File: src/rtl/dht11_read_sequencer.sv
// DHT11 host sequencer: issues the start pulse, times response and 40 data bits, checks the sum.
// Launches on start, a pending request or the poll timer; a holdoff separates transactions.
module dht11_read_sequencer #(
    parameter int START_LOW_CYC  = 18000,
    parameter int RELEASE_CYC    = 30,
    parameter int BIT_THRESH_CYC = 48,
    parameter int TIMEOUT_CYC    = 200,
    parameter int HOLDOFF_CYC    = 1000000,
    parameter int POLL_CYC       = 2000000
) (
    input  logic       clk,
    input  logic       reset,
    input  logic       start,
    input  logic       auto_en,
    input  logic       dht_in,
    output logic       dht_oe,
    output logic       busy,
    output logic       valid,
    output logic [7:0] humidity,
    output logic [7:0] temperature,
    output logic       err_timeout,
    output logic       err_checksum
);
    localparam int PH_MAX0 = (START_LOW_CYC > RELEASE_CYC) ? START_LOW_CYC : RELEASE_CYC;
    localparam int PH_MAX  = (PH_MAX0 > TIMEOUT_CYC) ? PH_MAX0 : TIMEOUT_CYC;
    localparam int PH_W    = $clog2(PH_MAX + 1);
    localparam int HO_W    = $clog2(HOLDOFF_CYC + 1);
    localparam int PO_W    = $clog2(POLL_CYC + 1);

    typedef enum logic [3:0] {
        S_IDLE, S_START_LOW, S_RELEASE, S_RESP_LO, S_RESP_HI,
        S_RESP_END, S_BIT_LO, S_BIT_HI, S_CHECK
    } state_t;

    state_t            state_q, state_d;
    logic [2:0]        sync_q, sync_d;
    logic [PH_W-1:0]   phase_q, phase_d;
    logic [HO_W-1:0]   holdoff_q, holdoff_d;
    logic [PO_W-1:0]   poll_q, poll_d;
    logic              poll_due_q, poll_due_d;
    logic              pending_q, pending_d;
    logic [5:0]        bit_cnt_q, bit_cnt_d;
    logic [39:0]       data_q, data_d;
    logic [7:0]        hum_q, hum_d, tmp_q, tmp_d;
    logic              valid_q, valid_d, err_to_q, err_to_d, err_ck_q, err_ck_d;
    logic              oe_q, oe_d, busy_q, busy_d;

    logic       rise, fall, launch, waiting, timeout, bit_val;
    logic [7:0] sum;

    // sync_q[1] is the synchronized pad, sync_q[2] its previous value
    assign rise    = sync_q[1] & ~sync_q[2];
    assign fall    = ~sync_q[1] & sync_q[2];
    assign launch  = (state_q == S_IDLE) && (start || pending_q || poll_due_q) && (holdoff_q == '0);
    assign waiting = (state_q inside {S_RESP_LO, S_RESP_HI, S_RESP_END, S_BIT_LO, S_BIT_HI});
    // phase restarts one cycle after the rise, so phase+1 is the synchronized high time
    assign bit_val = (phase_q >= PH_W'(BIT_THRESH_CYC));
    assign sum     = data_q[39:32] + data_q[31:24] + data_q[23:16] + data_q[15:8];

    always_ff @(posedge clk or posedge reset) begin
        if (reset) begin
            state_q    <= S_IDLE;
            sync_q     <= '1;
            phase_q    <= '0;
            holdoff_q  <= '0;
            poll_q     <= '0;
            poll_due_q <= 1'b0;
            pending_q  <= 1'b0;
            bit_cnt_q  <= '0;
            data_q     <= '0;
            hum_q      <= '0;
            tmp_q      <= '0;
            valid_q    <= 1'b0;
            err_to_q   <= 1'b0;
            err_ck_q   <= 1'b0;
            oe_q       <= 1'b0;
            busy_q     <= 1'b0;
        end else begin
            state_q    <= state_d;
            sync_q     <= sync_d;
            phase_q    <= phase_d;
            holdoff_q  <= holdoff_d;
            poll_q     <= poll_d;
            poll_due_q <= poll_due_d;
            pending_q  <= pending_d;
            bit_cnt_q  <= bit_cnt_d;
            data_q     <= data_d;
            hum_q      <= hum_d;
            tmp_q      <= tmp_d;
            valid_q    <= valid_d;
            err_to_q   <= err_to_d;
            err_ck_q   <= err_ck_d;
            oe_q       <= oe_d;
            busy_q     <= busy_d;
        end
    end

    always_comb begin
        state_d = state_q;
        timeout = 1'b0;
        case (state_q)
            S_IDLE:      if (launch) state_d = S_START_LOW;
            S_START_LOW: if (phase_q == PH_W'(START_LOW_CYC - 1)) state_d = S_RELEASE;
            S_RELEASE:   if (phase_q == PH_W'(RELEASE_CYC - 1)) state_d = S_RESP_LO;
            S_RESP_LO:   if (fall) state_d = S_RESP_HI;
            S_RESP_HI:   if (rise) state_d = S_RESP_END;
            S_RESP_END:  if (fall) state_d = S_BIT_LO;
            S_BIT_LO:    if (rise) state_d = S_BIT_HI;
            S_BIT_HI:    if (fall) state_d = (bit_cnt_q == 6'd39) ? S_CHECK : S_BIT_LO;
            S_CHECK:     state_d = S_IDLE;
            default:     state_d = S_IDLE;
        endcase
        if (waiting && (state_d == state_q) && (phase_q == PH_W'(TIMEOUT_CYC - 1))) begin
            timeout = 1'b1;
            state_d = S_IDLE;
        end
    end

    always_comb begin
        sync_d = {sync_q[1:0], dht_in};

        if (state_d != state_q)              phase_d = '0;
        else if (phase_q == PH_W'(PH_MAX))   phase_d = phase_q;
        else                                 phase_d = phase_q + PH_W'(1);

        holdoff_d = holdoff_q;
        if (state_q != S_IDLE && state_d == S_IDLE) holdoff_d = HO_W'(HOLDOFF_CYC);
        else if (holdoff_q != '0)                   holdoff_d = holdoff_q - HO_W'(1);

        pending_d = pending_q;
        if (launch)                                                    pending_d = 1'b0;
        else if (start && state_q == S_IDLE && holdoff_q != '0)        pending_d = 1'b1;

        // poll period runs start-to-start: the launch cycle counts as the first cycle
        poll_d     = poll_q;
        poll_due_d = poll_due_q;
        if (!auto_en) begin
            poll_d     = '0;
            poll_due_d = 1'b0;
        end else if (launch) begin
            poll_d     = PO_W'(1);
            poll_due_d = 1'b0;
        end else if (poll_q >= PO_W'(POLL_CYC - 1)) begin
            poll_due_d = 1'b1;
        end else begin
            poll_d = poll_q + PO_W'(1);
        end

        bit_cnt_d = bit_cnt_q;
        data_d    = data_q;
        if (launch) begin
            bit_cnt_d = '0;
            data_d    = '0;
        end else if (state_q == S_BIT_HI && fall) begin
            data_d = {data_q[38:0], bit_val};
            if (bit_cnt_q != 6'h3f) bit_cnt_d = bit_cnt_q + 6'd1;
        end

        hum_d    = hum_q;
        tmp_d    = tmp_q;
        valid_d  = 1'b0;
        err_ck_d = 1'b0;
        err_to_d = timeout;
        if (state_q == S_CHECK) begin
            if (sum == data_q[7:0]) begin
                hum_d   = data_q[39:32];
                tmp_d   = data_q[23:16];
                valid_d = 1'b1;
            end else begin
                err_ck_d = 1'b1;
            end
        end

        oe_d   = (state_d == S_START_LOW);
        busy_d = (state_d != S_IDLE);
    end

    assign dht_oe       = oe_q;
    assign busy         = busy_q;
    assign valid        = valid_q;
    assign humidity     = hum_q;
    assign temperature  = tmp_q;
    assign err_timeout  = err_to_q;
    assign err_checksum = err_ck_q;
endmodule

File: config.mk
export PLATFORM = sky130hd
export DESIGN_NAME = dht11_read_sequencer
export DESIGN_NICKNAME = d
export VERILOG_FILES = /design/src/rtl/dht11_read_sequencer.sv
export SDC_FILE = /design/constraint.sdc
export NUM_CORES = 1
export LEC_CHECK = 0
export CORE_MARGIN = 5
export CORE_UTILIZATION = 45
export DETAILED_ROUTE_END_ITERATION = 12
export MAX_ROUTING_LAYER = met4
export PLACE_DENSITY = 0.62
export SLEW_MARGIN = 5
export SYNTH_ARGS = -nofsm -noshare
export SYNTH_HDL_FRONTEND = slang
export SYNTH_SLANG_ARGS = --single-unit
File: constraint.sdc
create_clock -name clk -period 5.2 [get_ports clk]
set_input_delay 0.78 -clock clk [delete_from_list [all_inputs] [get_ports clk]]
set_output_delay 0.78 -clock clk [all_outputs]
set_load 0.01 [all_outputs]
# Word level (Yosys, flattened, before mapping)
# Index checks and enable logic that the tools add are counted.
dict set report totals {
  register_bits 132
  latchBits 0
  ramBits 0
  romBits 0
  out_inout_bits 21
  n_memories 0
}
dict set report op_classes {
  add_sub_neg 7
  mul 0
  n_div 0
  magnitude_cmp 2
  eq_ne 21
  n_shift 0
  n_mux 33
  bitwise_logic 4
  reduce_logical 23
}
# operator count
set op_table {}
lappend op_table {{40-bit 2-to-1 mux} 2}
lappend op_table {{21-bit 2-to-1 mux} 3}
lappend op_table {{20-bit 2-to-1 mux} 2}
lappend op_table {{4-bit 2-to-1 mux} 10}
lappend op_table {{4-bit case mux with 8 select lines} 1}
lappend op_table {{15-bit == test (second input constant)} 2}
lappend op_table {{15-bit 2-to-1 mux} 2}
lappend op_table {{8-bit adder} 3}
lappend op_table {{21-bit by 1-bit adder with 21-bit output (second input constant)} 1}
lappend op_table {{21-bit >= comparator (second input constant)} 1}
lappend op_table {{20-bit zero test} 1}
lappend op_table {{20-bit nonzero test} 1}
lappend op_table {{20-bit by 1-bit subtractor with 20-bit output (second input constant)} 1}
lappend op_table {{6-bit 2-to-1 mux} 3}
lappend op_table {{4-bit by 3-bit == test with 1-bit output (second input constant)} 4}
lappend op_table {{15-bit by 1-bit adder with 15-bit output (second input constant)} 1}
lappend op_table {{15-bit by 5-bit == test with 1-bit output (second input constant)} 1}
lappend op_table {{15-bit by 8-bit == test with 1-bit output (second input constant)} 1}
lappend op_table {{15-bit by 6-bit >= comparator with 1-bit output (second input constant)} 1}
lappend op_table {{1-bit 2-to-1 mux} 10}
lappend op_table {{4-bit by 1-bit == test with 1-bit output (second input constant)} 2}
lappend op_table {{4-bit by 2-bit == test with 1-bit output (second input constant)} 2}
lappend op_table {{8-bit == test} 1}
lappend op_table {{1-bit logical AND} 8}
lappend op_table {{17 further kinds} 26}

# Depth between registers and ports, before layout
dict set report logic_depth {
  ltp_word 13
  mapped_depth 12
  ltp_nobuf 11
}

# Least setup slack after synthesis
# OpenSTA, ideal clock, no wires.
dict set report synth_timing {
  kind {register -> register}
  startpoint {register data_q[9]}
  endpoint {register hum_q[2], in the netlist humidity[2]}
  t_arrival_ps 3754
  required_ps 5075
  path_slack_ps 1321
  path_stages_with_launch 12
  path_buffers 1
  synth_period_minus_slack_ps 3879
  path_cell_list {dfrtp_1 > fa_1 > fa_1 > ha_1 > inv_1 > fa_1 > xnor2_1 > nor4_1 > nand3_1 > nor4_2 > buf_2 > mux2_2}
}
dict set report synth_via {
  elab_chain_cells 3
}
# element line_no
set synth_lines {}
lappend synth_lines {{start, declared} 43} ;# logic [39:0] data_q, data_d;
lappend synth_lines {{start signal, assigned} 87} ;# data_q <= data_d;
lappend synth_lines {{8-bit adder} 58} ;# assign sum = data_q[39:32] + data_q[31:24] + data_q[23:16] + data_q[15:8];
lappend synth_lines {{8-bit == test} 165} ;# if (sum == data_q[7:0]) begin
lappend synth_lines {{2-bit AND reduction (no line)} -}
lappend synth_lines {{end signal, assigned} 88} ;# hum_q <= hum_d;
lappend synth_lines {{end, declared} 44} ;# logic [7:0] hum_q, hum_d, tmp_q, tmp_d;
# Every way passes these cells.
# A chain may end at the register's enable or synchronous reset.

# Worst setup path in the final report
dict set report layout_timing {
  startpoint {register data_q[9]}
  endpoint {register hum_q[5], in the netlist humidity[5]}
}
# Same word-level chain as after synthesis.

==> out/results.txt <==
The worst-case headroom to the max-slew limit came out at 0.375. Iteration count of the initial detailed-routing pass: 4. The run gives 46 as the count of standard-cell rows.

At the end of the flow, the number of nets in the layout was 732. In this run the number of H-tree levels came out at 4. The initial antenna violation count was 0. Top cell type by total area after synthesis: sky130_fd_sc_hd__dfrtp_1. Type of destination of the critical path: a flip-flop.

For this block, the initial DRC count from the detailed router was 295. The combined global-route utilization of all metal layers was 0.170; the power density normalized to cell area was 338 nW/um2. TritonCTS built the clock tree. The async set-reset flop share out of synthesis is 1.00. The proportion of layout cells with a drive suffix above 1 works out to 0.114.

The post-route DRC violation count is 0, and the placer congestion estimate is 0.850. The leakage power summed over all cells is 3.08 nW, and the setup-violating endpoint count in the final report is 0. Counting distinct cell types in the post-synthesis netlist gives 71. The layout has 1447 filler cells. The logs give 260 MHz for the timing-limited maximum frequency and 5075 for the via count of the first global-routing pass. In this run the deepest clock path goes through 2 buffers. The synthesized area per cell came out at 10.6 um2.

The clock-pin slew on the worst setup and hold paths came out at 0.07 ns. Dividing the detail-routed via count by the number of cells gives 5.37. The path type of the worst setup path is flip-flop to flip-flop. In this run the remaining antenna-violating nets after routing total 0. Among all flip-flop cells after synthesis, the most frequent one is sky130_fd_sc_hd__dfrtp_1.

The full die area came out at 18600 um2. The maximum single-stage delay on the critical path is 0.53 ns, and the total number of vias is 4982. Entering global routing, the biggest net connects 56 pins. The cell chosen for the clock root is sky130_fd_sc_hd__clkbuf_16.

Synthesis inferred 132 register bits. The minimum setup slack among reg-to-reg paths was 1.35 ns. Data arrives at the worst endpoint at 4.15 ns.

IR analysis of the VDD net gives a maximum drop of 0.245 mV. The max-cap check violation count was 0. The tools report the final non-filler cell area as 8200 um2.

Yosys mapped a number of flops with a built-in enable equal to 0. At the later pin of the worst-skew pair, clock insertion delay measures 0.42 ns. The combined buffer and inverter count along the critical path came out at 2.

The tools report the initial core utilization as 0.455. The worst setup path is launched from a flip-flop. By area the synthesized netlist is led by sky130_fd_sc_hd__dfrtp_1, sky130_fd_sc_hd__xnor2_1, sky130_fd_sc_hd__mux2i_1. Setup repair after global routing left no endpoint under its margin.

The die boundary height was 136 um; the required time reported for the critical path endpoint was 5.50 ns. The first global-routing pass estimated 24600 um of wire. The TritonCTS sink count came out at 132. 0 antenna diodes ended up in the layout.

The final-report max-slew violation count is 0, and the post-synth net total is 711. The instance area after placement came out at 7610 um2. Counting stages on the worst path, the most repeated cell is sky130_fd_sc_hd__fa_1.

The number of clock buffers inserted by TritonCTS is 17. For the final database, setup skew stands at 0.0106 ns. The measured slew at the worst slew-check pin works out to 0.922 ns.

The placed wire-length estimate is 9710 um, and the count of warnings emitted by yosys is 0. The share of the clock period used by the worst path after layout works out to 0.739. Dividing the detail-routed wire length by the instance count gives 15.4 um. The tools report the number of buffers added to fix hold violations after cts as 0. Cell with the biggest individual delay on the critical path: sky130_fd_sc_hd__fa_1.

The routed design could run at a clock period as short as 3.85 ns. The aggregate routed wire length was 14300 um; the count of instances resized after the clock tree is built was 0. From left edge to right edge, the die measures 136 um. The number of failing hold endpoints at the final stage was 0.

The logs give 678 for the number of standard cells after synthesis and 0 ns for the final setup TNS. In this run the post-CTS setup repair buffer count came out at 0. After floorplanning, the core was sized to cover 15800 um2. Share of the synthesized area in the top cell type: 0.450. The critical path goes through fa_1 -> fa_1 -> ha_1 -> inv_1 -> fa_1 -> xor2_1 -> xnor2_1 -> nor4_1 -> nand3_1 -> nor4_4 -> buf_4 -> mux2_2. The run finished with clean final reports. The count of input and output buffers came out at 25.

The leftover overflow at the end of global routing came out at 0. The mapped netlist covers 7170 um2. The tools report the register area share after synthesis as 0.461. Broken down by cell family, the worst path's largest delay share belongs to adder cells.

For this design the top-level I/O count stands at 26. The peak fanout along the critical path came out at 16. Compared with the post-synthesis result, the final layout area differs by 14.4%. The path class of the tightest hold or removal check is flip-flop to flip-flop.
[cell type report]
| type | instances | area [um2] | area share |
|---|---|---|---|
| tap | 216 | 270 | 0.0329 |
| inverter | 13 | 51.3 | 0.00625 |
| multi-input combinational | 503 | 3680 | 0.448 |
| clock buffer | 17 | 425 | 0.0519 |
| sequential | 132 | 3310 | 0.403 |
| clock inverter | 15 | 170 | 0.0207 |
| timing repair buffer | 32 | 303 | 0.0369 |
[routing by layer]
layer	GRT usage	up-vias	routed length [um]
met5	-	-	0
met4	0.0616	0	267
met3	0.0340	20	354
met2	0.262	55	6770
met1	0.224	2462	6880
li1	-	2445	-
[worst reg2reg max path: cells and delay by family (launching register included)]
kind | cells | cell delay [ns]
muxes | 1 | 0.38
buffers and inverters | 2 | 0.37
DFF | 1 | 0.41
and+or+nand+nor | 3 | 0.65
adders and majority gates | 4 | 1.60
xor gates and xnor gates | 2 | 0.33
[final timing paths]
check	to	cells after the start	from
max	humidity[5]	12	data_q[9]
min	sync_q[1]	0	sync_q[0]
max reg2reg	humidity[5]	12	data_q[9]
min reg2reg	sync_q[1]	0	sync_q[0]
max in group asynchronous	err_timeout	3	reset
min in group asynchronous	humidity[6]	2	reset
[cell families after synthesis]
kind of cell | Yosys count | synth area share
compound gates | 88 | 0.0890
simple gates | 262 | 0.192
buf+inv | 43 | 0.0277
flops | 132 | 0.461
xor+xnor | 66 | 0.0806
mux | 59 | 0.0853
fa+ha+maj | 28 | 0.0635
[stage by stage]
step / total power [W] / hold WS [ns] / std cells / worst slack [ns] / util
global placement: 0.00156 / 0.348 / 896 / 1.50 / 0.482
detailed placement: 0.00158 / 0.349 / 896 / 1.35 / 0.482
global route: 0.00290 / 0.364 / 928 / 1.18 / 0.520
floorplan: 0.00149 / 0.345 / 678 / 0.899 / -
finish: 0.00277 / 0.357 / 928 / 1.35 / 0.520
CTS: 0.00280 / 0.358 / 928 / 1.33 / 0.520
[where the power goes]
| part | internal (W) | switching, W |
|---|---|---|
| registers | 0.00111 | 0.000104 |
| clock network | 0.000719 | 0.000493 |
| logic | 0.000156 | 0.000187 |
| total | 0.00199 | 0.000784 |
[state kept, by name, indices dropped and copies added (netlist names)]
| name | count |
|---|---|
| poll_due_q | 1 |
| pending_q | 1 |
| temperature | 8 |
| poll_q | 21 |
| err_timeout | 1 |
| sync_q | 3 |
| bit_cnt_q | 6 |
| data_q | 40 |
| humidity | 8 |
| valid | 1 |
| state_q | 4 |
| busy | 1 |
| holdoff_q | 20 |
| err_checksum | 1 |
| dht_oe | 1 |
| phase_q | 15 |
[cells in the final DEF (no fill, tap or decap), types with 3 or more instances in the layout]
master / n
sky130_fd_sc_hd__dfrtp_1: 129
sky130_fd_sc_hd__nor2_1: 99
sky130_fd_sc_hd__xnor2_1: 49
sky130_fd_sc_hd__mux2i_1: 42
sky130_fd_sc_hd__nand2_1: 35
sky130_fd_sc_hd__a21oi_1: 31
sky130_fd_sc_hd__clkdlybuf4s50_1: 25
sky130_fd_sc_hd__nor3_1: 18
sky130_fd_sc_hd__xor2_1: 17
sky130_fd_sc_hd__mux2_2: 17
sky130_fd_sc_hd__clkbuf_16: 17
sky130_fd_sc_hd__nand4_1: 14
sky130_fd_sc_hd__fa_1: 14
sky130_fd_sc_hd__ha_1: 14
sky130_fd_sc_hd__nand3_1: 13
sky130_fd_sc_hd__inv_1: 12
sky130_fd_sc_hd__nor4_1: 12
sky130_fd_sc_hd__o21ai_0: 11
sky130_fd_sc_hd__nand2b_1: 9
sky130_fd_sc_hd__and3_1: 8
sky130_fd_sc_hd__inv_6: 8
sky130_fd_sc_hd__and4_1: 7
sky130_fd_sc_hd__buf_4: 7
sky130_fd_sc_hd__or4_1: 6
sky130_fd_sc_hd__a211oi_1: 5
sky130_fd_sc_hd__or3_1: 5
sky130_fd_sc_hd__nor3b_1: 5
sky130_fd_sc_hd__a21o_1: 4
sky130_fd_sc_hd__nand4b_1: 4
sky130_fd_sc_hd__o21a_1: 4
sky130_fd_sc_hd__and2_1: 4
sky130_fd_sc_hd__o21ai_1: 4
sky130_fd_sc_hd__nor2b_1: 3
sky130_fd_sc_hd__clkinvlp_4: 3
sky130_fd_sc_hd__dfstp_2: 3
[synth_stat cells, types with 6 or more instances]
library cell and count:
sky130_fd_sc_hd__clkbuf_1 21, sky130_fd_sc_hd__and4_1 7, sky130_fd_sc_hd__nand2_1 35, sky130_fd_sc_hd__and3_1 8, sky130_fd_sc_hd__nor2_1 99, sky130_fd_sc_hd__a21oi_1 31, sky130_fd_sc_hd__nand4_1 14, sky130_fd_sc_hd__or4_1 6
sky130_fd_sc_hd__nand2b_1 9, sky130_fd_sc_hd__fa_1 14, sky130_fd_sc_hd__nor4_1 12, sky130_fd_sc_hd__dfrtp_1 129, sky130_fd_sc_hd__mux2_2 17, sky130_fd_sc_hd__nor3_1 19, sky130_fd_sc_hd__xnor2_1 49, sky130_fd_sc_hd__nand3_1 13
sky130_fd_sc_hd__ha_1 14, sky130_fd_sc_hd__xor2_1 17, sky130_fd_sc_hd__mux2i_1 42, sky130_fd_sc_hd__inv_1 13, sky130_fd_sc_hd__o21ai_0 11
(Power assumes the default switching activity.)
